File: src/rtl/neopx_frame_streamer.sv
`default_nettype none
// ============================================================================
//  Module   : neopx_frame_streamer
//  Purpose  : Wishbone-loaded pixel RAM streamed as GRB words over AXIS, with a
//             latch gap after each frame. Optional macro NEOPX_BRIGHTNESS_EN
//             enables per-byte brightness scaling.
//  Revision : 1.0 - initial release
// ============================================================================
module neopx_frame_streamer #(
    parameter int NUM_PX       = 8,
    parameter int LATCH_CYCLES = 21600
) (
    input  logic        axis_aclk,
    input  logic        axis_reset,
    input  logic        wb_cyc_i,
    input  logic        wb_stb_i,
    input  logic        wb_we_i,
    input  logic [4:0]  wb_adr_i,
    input  logic [31:0] wb_dat_i,
    output logic [31:0] wb_dat_o,
    output logic        wb_ack_o,
    output logic [23:0] m_axis_data,
    output logic        m_axis_valid,
    input  logic        m_axis_ready,
    output logic        o_busy
);
    localparam int IDX_W = (NUM_PX > 1) ? $clog2(NUM_PX) : 1;
    localparam int CNT_W = (LATCH_CYCLES > 1) ? $clog2(LATCH_CYCLES + 1) : 1;
    localparam logic [IDX_W-1:0] c_LAST_IDX   = IDX_W'(NUM_PX - 1);
    localparam logic [CNT_W-1:0] c_CNT_LAST   = CNT_W'(LATCH_CYCLES - 1);
    localparam logic [4:0]       c_ADR_CTRL   = 5'h10;
    localparam logic [4:0]       c_ADR_BRIGHT = 5'h11;
    localparam logic [4:0]       c_ADR_NPX    = 5'(NUM_PX);

    typedef enum logic [1:0] {
        ST_IDLE  = 2'd0,
        ST_SEND  = 2'd1,
        ST_LATCH = 2'd2
    } state_t;

    state_t           r_state;
    logic [IDX_W-1:0] r_idx;
    logic [CNT_W-1:0] r_cnt;
    logic             r_pending;
    logic             r_valid;
    logic [23:0]      r_data;
    logic             r_seen;
    logic             r_ack;
    logic [31:0]      r_dat_o;
    logic [23:0]      r_px [NUM_PX];

    logic             w_accept;
    logic             w_px_sel;
    logic             w_px_wr;
    logic             w_start;
    logic             w_consume;
    logic [IDX_W-1:0] w_adr_idx;
    logic [IDX_W-1:0] w_idx_nxt;
    logic [IDX_W-1:0] w_load_idx;
    logic [23:0]      w_load_px;
    logic [23:0]      w_load_data;
    logic [31:0]      w_rd_data;
    logic             w_unused;

    // Only the first cycle of a held strobe is an access; r_seen masks the rest.
    assign w_accept  = wb_cyc_i & wb_stb_i & ~r_seen;
    assign w_px_sel  = (wb_adr_i < c_ADR_NPX);
    assign w_adr_idx = wb_adr_i[IDX_W-1:0];
    assign w_px_wr   = w_accept & wb_we_i & w_px_sel;
    assign w_start   = w_accept & wb_we_i & (wb_adr_i == c_ADR_CTRL) & wb_dat_i[0];
    assign w_consume = (r_state == ST_LATCH) & (r_cnt == c_CNT_LAST) & r_pending;
    assign w_idx_nxt = (r_idx == c_LAST_IDX) ? '0 : r_idx + 1'b1;
    assign w_load_idx = (r_state == ST_SEND) ? w_idx_nxt : '0;
    assign w_load_px  = r_px[w_load_idx];
    assign w_unused   = &{1'b0, wb_dat_i[31:24]};

    assign o_busy       = (r_state != ST_IDLE);
    assign m_axis_valid = r_valid;
    assign m_axis_data  = r_data;
    assign wb_ack_o     = r_ack;
    assign wb_dat_o     = r_dat_o;

`ifdef NEOPX_BRIGHTNESS_EN
    logic [7:0] r_bright;

    function automatic logic [7:0] f_scale(input logic [7:0] c, input logic [7:0] b);
        logic [15:0] p;
        p = {8'h00, c} * ({8'h00, b} + 16'd1);
        return p[15:8];
    endfunction

    assign w_load_data = {f_scale(w_load_px[23:16], r_bright),
                          f_scale(w_load_px[15:8],  r_bright),
                          f_scale(w_load_px[7:0],   r_bright)};

    always_ff @(posedge axis_aclk or posedge axis_reset) begin
        if (axis_reset) begin
            r_bright <= 8'hFF;
        end else if (w_accept && wb_we_i && (wb_adr_i == c_ADR_BRIGHT)) begin
            r_bright <= wb_dat_i[7:0];
        end
    end
`else
    assign w_load_data = w_load_px;
`endif

    always_comb begin
        w_rd_data = '0;
        if (w_px_sel) begin
            w_rd_data = {8'h00, r_px[w_adr_idx]};
        end else if (wb_adr_i == c_ADR_CTRL) begin
            w_rd_data = {30'd0, o_busy, r_pending};
        end
`ifdef NEOPX_BRIGHTNESS_EN
        else if (wb_adr_i == c_ADR_BRIGHT) begin
            w_rd_data = {24'd0, r_bright};
        end
`endif
    end

    always_ff @(posedge axis_aclk or posedge axis_reset) begin
        if (axis_reset) begin
            r_seen  <= 1'b0;
            r_ack   <= 1'b0;
            r_dat_o <= '0;
        end else begin
            r_seen <= wb_cyc_i & wb_stb_i;
            r_ack  <= w_accept;
            if (w_accept) begin
                r_dat_o <= w_rd_data;
            end
        end
    end

    always_ff @(posedge axis_aclk or posedge axis_reset) begin
        if (axis_reset) begin
            for (int i = 0; i < NUM_PX; i++) begin
                r_px[i] <= '0;
            end
        end else if (w_px_wr) begin
            r_px[w_adr_idx] <= wb_dat_i[23:0];
        end
    end

    always_ff @(posedge axis_aclk or posedge axis_reset) begin
        if (axis_reset) begin
            r_state   <= ST_IDLE;
            r_idx     <= '0;
            r_cnt     <= '0;
            r_pending <= 1'b0;
            r_valid   <= 1'b0;
            r_data    <= '0;
        end else begin
            // A start arriving while busy is remembered once; the exit edge may re-arm it.
            r_pending <= (r_pending & ~w_consume) | (w_start & (r_state != ST_IDLE));
            case (r_state)
                ST_IDLE: begin
                    if (w_start) begin
                        r_state <= ST_SEND;
                        r_idx   <= '0;
                        r_valid <= 1'b1;
                        r_data  <= w_load_data;
                    end
                end
                ST_SEND: begin
                    if (r_valid && m_axis_ready) begin
                        if (r_idx == c_LAST_IDX) begin
                            r_state <= ST_LATCH;
                            r_valid <= 1'b0;
                            r_cnt   <= '0;
                        end else begin
                            r_idx  <= w_idx_nxt;
                            r_data <= w_load_data;
                        end
                    end
                end
                ST_LATCH: begin
                    if (r_cnt == c_CNT_LAST) begin
                        r_idx <= '0;
                        if (r_pending) begin
                            r_state <= ST_SEND;
                            r_valid <= 1'b1;
                            r_data  <= w_load_data;
                        end else begin
                            r_state <= ST_IDLE;
                        end
                    end else begin
                        r_cnt <= r_cnt + 1'b1;
                    end
                end
                default: begin
                    r_state <= ST_IDLE;
                    r_valid <= 1'b0;
                end
            endcase
        end
    end

endmodule
`default_nettype wire

File: config.mk
export PLATFORM = sky130hd
export DESIGN_NAME = neopx_frame_streamer
export DESIGN_NICKNAME = d
export VERILOG_FILES = /design/src/rtl/neopx_frame_streamer.sv
export SDC_FILE = /design/constraint.sdc
export NUM_CORES = 1
export LEC_CHECK = 0
export CAP_MARGIN = 30
export CORE_ASPECT_RATIO = 1.5
export CORE_UTILIZATION = 57
export CTS_CLUSTER_DIAMETER = 30
export DETAILED_ROUTE_END_ITERATION = 10
export PLACE_DENSITY_LB_ADDON = 0.12
export SETUP_SLACK_MARGIN = 0.3
export SYNTH_ARGS = -nofsm -noshare
export SYNTH_HDL_FRONTEND = slang
export SYNTH_SLANG_ARGS = --single-unit
File: constraint.sdc
create_clock -name axis_aclk -period 9.5 [get_ports axis_aclk]
set_input_delay 0.95 -clock axis_aclk [delete_from_list [all_inputs] [get_ports axis_aclk]]
set_output_delay 0.95 -clock axis_aclk [all_outputs]
set_load 0.005 [all_outputs]
==> flow_metrics.env, run 1 <==
export IMPL_status="completed"
export IMPL_yosysWarningCount=0
export IMPL_io_buffers=85
export IMPL_hold_start="wb_dat_o[13]$_DFFE_PP0N_"
export IMPL_relSlewSlack=0.3468
export IMPL_endpoint_kind="flop"
export IMPL_pwr_share_clk=0.461
export IMPL_fin_crit_sh=0.4621
export IMPL_drtIter0Drc=611
export IMPL_worstRegToRegCells=9
export IMPL_synth_edf_count=0
export IMPL_drv_slew=0
export IMPL_cts_root_buf="clkbuf_16"
export IMPL_global_route_overflow_total=0
export IMPL_r2r_end="m_axis_data[5]$_DFFE_PP0P_"
export IMPL_seqPwrFrac=0.385
export IMPL_p_int_mw=2.433
export IMPL_worst_pin_slew_ns=0.9798
export IMPL_synth_top_flop_cell="dfrtp_1"
export IMPL_postCtsHoldBufs=0
export IMPL_dr_pass1_iters=5
export IMPL_cts_resized=0
export IMPL_vdd_ir_drop_max_uv=219.1
export IMPL_drv_cap=0
export IMPL_boundaryPins=102
export IMPL_wl_per_cell_um=24.17
export IMPL_min_path_type="flop to flop"
export IMPL_post_cts_setup_buffers=0
export IMPL_layout_drive_gt1_share=0.3490
export IMPL_htreeDepth=2
export IMPL_synthesis_area_um2=13230
export IMPL_dp_hpwl_um=19720
export IMPL_cts_buffer_depth=3
export IMPL_cts_buffers_inserted=43
export IMPL_placed_cells=1306
export IMPL_drt_wl_total_um=33480
export IMPL_final_hold_viol_count=0
export IMPL_setup_worst_path_start="r_idx[0]$_DFFE_PP0P_"
export IMPL_grt_first_pass_wirelength_um=53430
export IMPL_clock_latency_ns=0.54
export IMPL_synth_avg_cell_area_um2=13.26
export IMPL_fin_skew_ns=0.02822
export IMPL_regToRegStartpoint="r_idx[0]$_DFFE_PP0P_"
export IMPL_ant_nets=0
export IMPL_fp_dieW_um=126.4
export IMPL_endpoint="m_axis_data[5]$_DFFE_PP0P_"
export IMPL_start_util=0.5869
export IMPL_cts_tree="built"
export IMPL_tns_ns=0
export IMPL_arrival_ns=4.87
export IMPL_sw_frac_of_total=0.2653
export IMPL_antenna_found_initial=1
export IMPL_grt_pass1_vias=9520
export IMPL_die_h_um=188.6
export IMPL_fin_nets=1121
export IMPL_drc=0
export IMPL_stdcell_count=1385
export IMPL_syn_to_final_growth_pct=19.09
export IMPL_async_flop_share=1.000
export IMPL_cp_required_ns=9.98
export IMPL_dieArea_um2=23840
export IMPL_grt_max_degree=173
export IMPL_p_leak_nw=7.194
export IMPL_core_um2=22550
export IMPL_viasPerCell=6.573
export IMPL_fin_ws_ns=5.110
export IMPL_rsz0062_at_grt="no"
export IMPL_yosysSeqAreaShare=0.4992
export IMPL_diodes=0
export IMPL_layout_commonest_cell="dfrtp_1"
export IMPL_synthCells=998
export IMPL_clkTransAtPathRegs_ns=0.05
export IMPL_vias=9103
export IMPL_clock_sinks=264
export IMPL_setup_violations=0
export IMPL_synth_distinct_cells=56
export IMPL_pre_cts_ws_ns=4.991
export IMPL_groute_usage_overall=0.2948
export IMPL_r2r_slack_ns=5.11
export IMPL_layout_common_cells="264 x dfrtp_1, 221 x mux2_2, 82 x clkdlybuf4s50_1"
export IMPL_row_count=67
export IMPL_switching_power_mw=0.8783
export IMPL_routabilityCongestion=0.8039
export IMPL_power_density_nw_per_um2=210.1
export IMPL_cp_start_kind="flop"
export IMPL_crit_fanout=34
export IMPL_critical_path_class="flop to flop"
export IMPL_min_period_ns=4.390
export IMPL_synth_seq_cells=264
export IMPL_max_freq_mhz=227.8
export IMPL_hold_ws_ns=0.4729
export IMPL_combPwrFrac=0.154
## worst min path at each step
stage,cells after the start,slack (ns),end
after floorplan,1,0.45,r_cnt[14]$_DFFE_PP0P_
after global placement,2,0.46,wb_dat_o[7]$_DFFE_PP0N_
after detailed placement,2,0.47,wb_dat_o[17]$_DFFE_PP0N_
after CTS,2,0.48,wb_dat_o[13]$_DFFE_PP0N_
after global routing,2,0.49,wb_dat_o[8]$_DFFE_PP0N_
final,2,0.47,wb_dat_o[13]$_DFFE_PP0N_
## sequential cells by signal, summed over array words and instances (netlist names)
signal / cells
wb_ack_o: 1
m_axis_valid: 1
r_idx: 3
r_cnt: 15
r_state: 2
m_axis_data: 24
r_seen: 1
r_px: 192
r_pending: 1
wb_dat_o: 24
## Yosys cell counts, types with 17 or more instances
master	count	area, um^2
o221ai_1	23	201.4
nor3_1	27	135.1
dfrtp_1	264	6606
buf_2	17	85.08
mux4_2	48	1081
nor2_1	21	78.83
o22ai_1	27	168.9
o21ai_0	31	155.2
clkbuf_1	44	165.2
a221oi_1	24	210.2
nand2_1	41	153.9
mux2_2	221	2489
mux2i_1	31	310.3
mux2_1	18	202.7
## layout make-up
class | count | area, um^2
Multi-Input combinational cell | 643 | 6247
Inverter | 15 | 63.81
Tap cell | 276 | 345.3
Clock inverter | 28 | 286.5
Fill cell | 1580 | 6790
Sequential cell | 264 | 6606
Timing Repair Buffer | 108 | 1064
Clock buffer | 51 | 1147
## per-stage QoR
stage                     cell area, um^2  utilization  total power [mW]
after floorplan                     13260            -             1.591
after global placement              14270       0.6329             1.780
after detailed placement            14330       0.6353             1.794
after CTS                           15760       0.6989             3.327
after global routing                15760       0.6989             3.438
final                               15760       0.6989             3.311
## critical path, stage by stage, from the launching register on
cell      delay (ns)
dfrtp_1         0.41
ha_1            0.22
ha_1            0.54
clkinv_1        0.79
buf_4           0.54
nand2_1         0.42
buf_4           0.52
o221ai_1        0.22
a221oi_1        0.45
mux2_2          0.23
## metal layers
| layer | GRT usage | share of wire |
|---|---|---|
| met5 | 0 | 0.00036 |
| met4 | 0.1154 | 0.026 |
| met3 | 0.05309 | 0.054 |
| met2 | 0.4981 | 0.51 |
| met1 | 0.3767 | 0.41 |
## power groups by stage
stage | sequential [mW] | clock (mW) | combinational (mW)
after global routing | 1.28 | 1.61 | 0.545
after global placement | 1.29 | 0 | 0.494
after CTS | 1.27 | 1.55 | 0.507
after detailed placement | 1.29 | 0 | 0.505
final | 1.27 | 1.53 | 0.510
after floorplan | 1.28 | 0 | 0.314
## kinds of logic after synthesis
kind of cell             count (synthesis)  synth area share
multiplexers                           319            0.3096
flip-flops                             264            0.4992
AND/OR/NAND/NOR                        158           0.06599
AO/OA/AOI/OAI                          150           0.08424
buffers and inverters                   98           0.03451
XOR/XNOR                                 5          0.003309
adder cells (fa/ha/maj)                  3          0.002837
other                                    1         0.0002834
Note: power is estimated with default switching activity, not from simulation.
==> inputs of run 2 (changes only) <==
==> constraint.sdc (replaced) <==
create_clock -name axis_aclk -period 4.29 [get_ports axis_aclk]
set_input_delay 0.429 -clock axis_aclk [delete_from_list [all_inputs] [get_ports axis_aclk]]
set_output_delay 0.429 -clock axis_aclk [all_outputs]
set_load 0.005 [all_outputs]
==> run 2 against run 1 <==
  * Hold slack worse by 0.030 ns
  * Via count is 0.85% higher
  * First-iteration DRC count is 9.2% lower
  * Utilization is 0.12 points higher
  * Combinational power is 130% higher
  * Wire length is 2.5% higher
  * Non-clock buffer count is 13 higher
  * Flip-flop and latch count stayed put
  * Critical path type unchanged
  * Largest power group unchanged
==> flow_metrics.env, run 2 (synthesized netlist as in run 1, its figures left out) <==
export IMPL_htreeDepth=2
export IMPL_layout_drive_gt1_share=0.3527
export IMPL_drt_wl_total_um=34310
export IMPL_post_cts_setup_buffers=0
export IMPL_drtIter0Drc=555
export IMPL_dr_pass1_iters=5
export IMPL_fin_crit_sh=0.7410
export IMPL_fin_ws_ns=1.111
export IMPL_critical_path_top_delay_family="adder cells"
export IMPL_crit_fanout=22
export IMPL_dieArea_um2=23840
export IMPL_worst_pin_slew_ns=0.8902
export IMPL_drv_slew=0
export IMPL_power_density_nw_per_um2=458.0
export IMPL_pre_cts_ws_ns=0.9852
export IMPL_arrival_ns=3.64
export IMPL_top_register="r_px"
export IMPL_regToRegStartpoint="r_idx[0]$_DFFE_PP0P_"
export IMPL_r2r_slack_ns=1.11
export IMPL_path_common_cell="ha_1"
export IMPL_drv_cap=0
export IMPL_largest_register_ffs=192
export IMPL_total_power_mw=7.230
export IMPL_cts_root_buf="clkbuf_16"
export IMPL_core_um2=22550
export IMPL_fin_skew_ns=0.01315
export IMPL_clock_latency_ns=0.53
export IMPL_r2r_end="m_axis_data[5]$_DFFE_PP0P_"
export IMPL_min_path_type="input port to async pin"
export IMPL_vdd_ir_drop_max_uv=367.2
export IMPL_cts_buffers_inserted=41
export IMPL_clkTransAtPathRegs_ns=0.06
export IMPL_groute_usage_overall=0.3017
export IMPL_clock_sinks=264
export IMPL_diodes=0
export IMPL_relSlewSlack=0.4053
export IMPL_drc=0
export IMPL_cpMaxStageDelayCell="ha_1"
export IMPL_rsz0062_at_grt="no"
export IMPL_postCtsHoldBufs=0
export IMPL_syn_to_final_growth_pct=19.30
export IMPL_cts_buffer_depth=3
export IMPL_start_util=0.5869
export IMPL_crit_buf_inv=2
export IMPL_fp_dieW_um=126.4
export IMPL_layout_common_cells="264 x dfrtp_1, 221 x mux2_2, 82 x clkdlybuf4s50_1"
export IMPL_cp_start_kind="flop"
export IMPL_critical_path_class="flop to flop"
export IMPL_global_route_overflow_total=0
export IMPL_cp_required_ns=4.75
export IMPL_min_period_ns=3.179
export IMPL_grt_max_degree=98
export IMPL_cp_depth=8
export IMPL_final_hold_viol_count=0
export IMPL_routabilityCongestion=0.8323
export IMPL_antenna_found_initial=0
export IMPL_layout_commonest_cell="dfrtp_1"
export IMPL_cts_tree="built"
export IMPL_io_buffers=85
export IMPL_vias=9180
export IMPL_boundaryPins=102
export IMPL_hold_ws_ns=0.4431
export IMPL_viasPerCell=6.590
export IMPL_worstRegToRegCells=8
export IMPL_crit_path_max_incr_delay_ns=0.54
export IMPL_stdcell_count=1393
export IMPL_ant_nets=0
export IMPL_endpoint_kind="flop"
export IMPL_status="completed"
export IMPL_grt_pass1_vias=9691
export IMPL_cts_resized=0
export IMPL_dp_hpwl_um=20650
export IMPL_row_count=67
export IMPL_p_leak_nw=7.228
export IMPL_placed_cells=1319
export IMPL_max_freq_mhz=314.6
export IMPL_setup_worst_path_start="r_idx[0]$_DFFE_PP0P_"
export IMPL_die_h_um=188.6
export IMPL_endpoint="m_axis_data[5]$_DFFE_PP0P_"
export IMPL_fin_nets=1132
export IMPL_wl_per_cell_um=24.63
export IMPL_grt_first_pass_wirelength_um=54450
export IMPL_setup_violations=0
export IMPL_path_cells="ha_1 > ha_1 > clkinv_1 > nand2_1 > buf_4 > o22ai_1 > a221oi_1 > mux2_2"
export IMPL_tns_ns=0
[run 2: cell count changes in the layout (fill, tap and decap cells not counted), moves of 2 or more]
cell and delta:
buf_4 +11, clkbuf_16 -3, clkbuf_8 +2, clkinv_2 -5, clkinvlp_4 -2, buf_12 +2, inv_6 +6
[run 2: per-stage QoR]
stage | utilization | area [um^2]
global placement | 0.6377 | 14380
floorplan | - | 13260
detailed placement | 0.6401 | 14440
CTS | 0.7001 | 15790
finish | 0.7001 | 15790
global route | 0.7001 | 15790
[run 2: how the worst min path moves through the flow]
stage / cells after the start / to / slack [ns] / from
floorplan: 1 / r_cnt[14]$_DFFE_PP0P_ / 0.45 / r_cnt[14]$_DFFE_PP0P_
detailed placement: 2 / wb_dat_o[17]$_DFFE_PP0N_ / 0.47 / wb_dat_o[17]$_DFFE_PP0N_
global placement: 2 / wb_dat_o[7]$_DFFE_PP0N_ / 0.46 / wb_dat_o[7]$_DFFE_PP0N_
CTS: 2 / r_px[175]$_DFFE_PP0P_ / 0.46 / axis_reset
finish: 2 / r_px[151]$_DFFE_PP0P_ / 0.44 / axis_reset
global route: 2 / r_seen$_DFF_PP0_ / 0.49 / wb_stb_i
[run 2: layer usage]
layer,share of wire,vias up,GRT usage
met5,0,-,0
met4,0.036,0,0.1413
met3,0.058,80,0.04514
met2,0.51,337,0.5072
met1,0.40,4769,0.3848
li1,-,3994,-
[run 2: report_power, final]
group / internal, mW / switching (mW) / total [mW]
clock: 2.03 / 1.23 / 3.26
sequential: 2.69 / 0.132 / 2.82
combinational: 0.552 / 0.600 / 1.15
total: 5.27 / 1.96 / 7.23
[run 2: worst reg2reg max path, cell delays in order, from the launching register on]
cell and delay (ns):
dfrtp_1 0.41, ha_1 0.22, ha_1 0.54, clkinv_1 0.23, nand2_1 0.48, buf_4 0.40, o22ai_1 0.13, a221oi_1 0.47
mux2_2 0.23
[run 2: final cells by class]
cell class / count / area [um^2]
fill: 1602 / 6763
timing repair buffer: 121 / 1186
tap: 276 / 345.3
clock buffer: 49 / 1096
sequential: 264 / 6606
inverter: 15 / 60.06
multi-input combinational: 643 / 6237
clock inverter: 25 / 256.5
==> inputs of run 3 (changes only) <==
==> constraint.sdc (replaced) <==
create_clock -name axis_aclk -period 3.05 [get_ports axis_aclk]
set_input_delay 0.305 -clock axis_aclk [delete_from_list [all_inputs] [get_ports axis_aclk]]
set_output_delay 0.305 -clock axis_aclk [all_outputs]
set_load 0.005 [all_outputs]
==> run 3 against run 2 <==
  * Count of clock-buffer cells in the layout unchanged
  * Worst setup slack got worse by 0.71 ns
  * Clock skew increased by 0.0051 ns
  * Combinational power increased by 46%
  * Critical path depth increased by 2
  * Final area increased by 1.6%
  * Critical endpoint is now m_axis_data[1]$_DFFE_PP0P_
  * Largest power group unchanged
  * Highest routed layer is now met5
==> flow_metrics.env, run 3 (synthesized netlist as in run 1, its figures left out) <==
export IMPL_status="completed"
export IMPL_drv_cap=0
export IMPL_core_um2=22550
export IMPL_stdcell_count=1406
export IMPL_antenna_found_initial=2
export IMPL_pre_cts_ws_ns=0.2744
export IMPL_placed_cells=1335
export IMPL_cp_start_kind="flop"
export IMPL_p_int_mw=7.619
export IMPL_global_route_overflow_total=0
export IMPL_fp_dieW_um=126.4
export IMPL_switching_power_mw=2.665
export IMPL_arrival_ns=3.09
export IMPL_ant_nets=0
export IMPL_syn_to_final_growth_pct=21.23
export IMPL_fin_crit_sh=0.8683
export IMPL_min_period_ns=2.648
export IMPL_grt_max_degree=77
export IMPL_cts_root_buf="clkbuf_16"
export IMPL_htreeDepth=2
export IMPL_tns_ns=0
export IMPL_diodes=0
export IMPL_post_dp_cell_area_um2=14600
export IMPL_fin_skew_ns=0.01825
export IMPL_multi_input_area_um2=6272
export IMPL_dr_pass1_iters=6
export IMPL_layout_common_cells="264 x dfrtp_1, 221 x mux2_2, 82 x clkdlybuf4s50_1"
export IMPL_design_area_um2=16040
export IMPL_postCtsHoldBufs=0
export IMPL_sw_frac_of_total=0.2592
export IMPL_p_leak_nw=7.334
export IMPL_combPwrFrac=0.163
export IMPL_cts_buffer_depth=3
export IMPL_groute_usage_overall=0.2969
export IMPL_max_freq_mhz=377.6
export IMPL_wl_per_cell_um=24.24
export IMPL_cts_tree="built"
export IMPL_boundaryPins=102
export IMPL_final_hold_viol_count=0
export IMPL_vdd_ir_drop_max_uv=473.4
export IMPL_setup_violations=0
export IMPL_layout_commonest_cell="dfrtp_1"
export IMPL_dp_hpwl_um=21170
export IMPL_drtIter0Drc=596
export IMPL_seqPwrFrac=0.386
export IMPL_fillers=1575
export IMPL_dieArea_um2=23840
export IMPL_row_count=67
export IMPL_endpoint_kind="flop"
export IMPL_grt_first_pass_wirelength_um=53650
export IMPL_fin_nets=1149
export IMPL_cp_required_ns=3.49
export IMPL_die_h_um=188.6
export IMPL_relSlewSlack=0.5583
export IMPL_clock_latency_ns=0.52
export IMPL_fin_ws_ns=0.4016
export IMPL_drc=0
export IMPL_start_util=0.5869
export IMPL_crit_fanout=44
export IMPL_critical_path_class="flop to flop"
export IMPL_power_density_nw_per_um2=641.0
export IMPL_routabilityCongestion=0.8178
export IMPL_utilization=0.7114
export IMPL_top_register="r_px"
export IMPL_grt_pass1_vias=9570
export IMPL_clkTransAtPathRegs_ns=0.05
export IMPL_rsz0062_at_grt="no"
export IMPL_drt_wl_total_um=34080
export IMPL_clock_sinks=264
export IMPL_vias=9244
export IMPL_pwr_share_clk=0.451
export IMPL_viasPerCell=6.575
export IMPL_drv_slew=0
export IMPL_cts_buffers_inserted=41
export IMPL_layout_drive_gt1_share=0.3646
export IMPL_io_buffers=85
export IMPL_min_path_type="input port to async pin"
export IMPL_worst_pin_slew_ns=0.6612
export IMPL_largest_register_ffs=192
export IMPL_register_area_um2=6606
run 3: cell count changes in the layout (fill, tap and decap cells not counted), sizes merged:
cell      change
inv           -7
bufinv        +2
buf          +17
clkinvlp      +2
clkinv        -1
run 3: cell type report:
class                           instances  share of cell area
Clock buffer                           49             0.06894
Inverter                               15            0.003744
Clock inverter                         21             0.01669
Tap cell                              276             0.02153
Multi-Input combinational cell        643              0.3910
Timing Repair Buffer                  138             0.08634
Sequential cell                       264              0.4118
run 3: metal layers:
metal / up-vias / GRT usage / share of wire
li1: 4012 / - / -
met3: 101 / 0.05054 / 0.057
met4: 4 / 0.1302 / 0.044
met5: - / 0 / 0.00082
met2: 347 / 0.5127 / 0.51
met1: 4780 / 0.3655 / 0.39
run 3: worst paths after layout:
check,startpoint,to,slack [ns],depth (start not counted)
max reg2reg,r_idx[0]$_DFFE_PP0P_,m_axis_data[1]$_DFFE_PP0P_,0.40,10
min in group axis_aclk,wb_adr_i[1],wb_dat_o[21]$_DFFE_PP0N_,0.29,3
min,axis_reset,r_px[175]$_DFFE_PP0P_,0.22,2
max,r_idx[0]$_DFFE_PP0P_,m_axis_data[1]$_DFFE_PP0P_,0.40,10
min reg2reg,wb_dat_o[6]$_DFFE_PP0N_,wb_dat_o[6]$_DFFE_PP0N_,0.47,2
max in group asynchronous,axis_reset,r_px[88]$_DFFE_PP0P_,2.05,3
run 3: through the flow:
step                      total power [mW]  hold WS [ns]
after floorplan                      4.956        0.4336
after global routing                 10.66        0.2678
after global placement               5.615        0.4615
after CTS                            10.31        0.2300
after detailed placement             5.660        0.4700
final                                10.28        0.2176
run 3: worst max-delay path, cell delays in order, from the launching register on:
cell and delay [ns]:
dfrtp_1 0.44, ha_4 0.17, ha_2 0.20, buf_4 0.26, nor2b_1 0.10, buf_4 0.17
nand2_1 0.11, buf_12 0.27, o221ai_1 0.17, a221oi_1 0.47, mux2_1 0.20
run 3: what timing repair did:
| action | 4_1_cts | 5_1_grt |
|---|---|---|
| endpoints found under the setup margin | 0 | 21 |
| resized for setup | 0 | 10 |
| setup buffers | 0 | 1 |
run 3: power by group through the flow:
| stage | clock [mW] | combinational (mW) | sequential (mW) |
|---|---|---|---|
| CTS | 4.70 | 1.65 | 3.96 |
| global route | 4.87 | 1.80 | 4.00 |
| floorplan | 0 | 0.980 | 3.98 |
| finish | 4.64 | 1.68 | 3.97 |
| detailed placement | 0 | 1.64 | 4.02 |
| global placement | 0 | 1.61 | 4.01 |
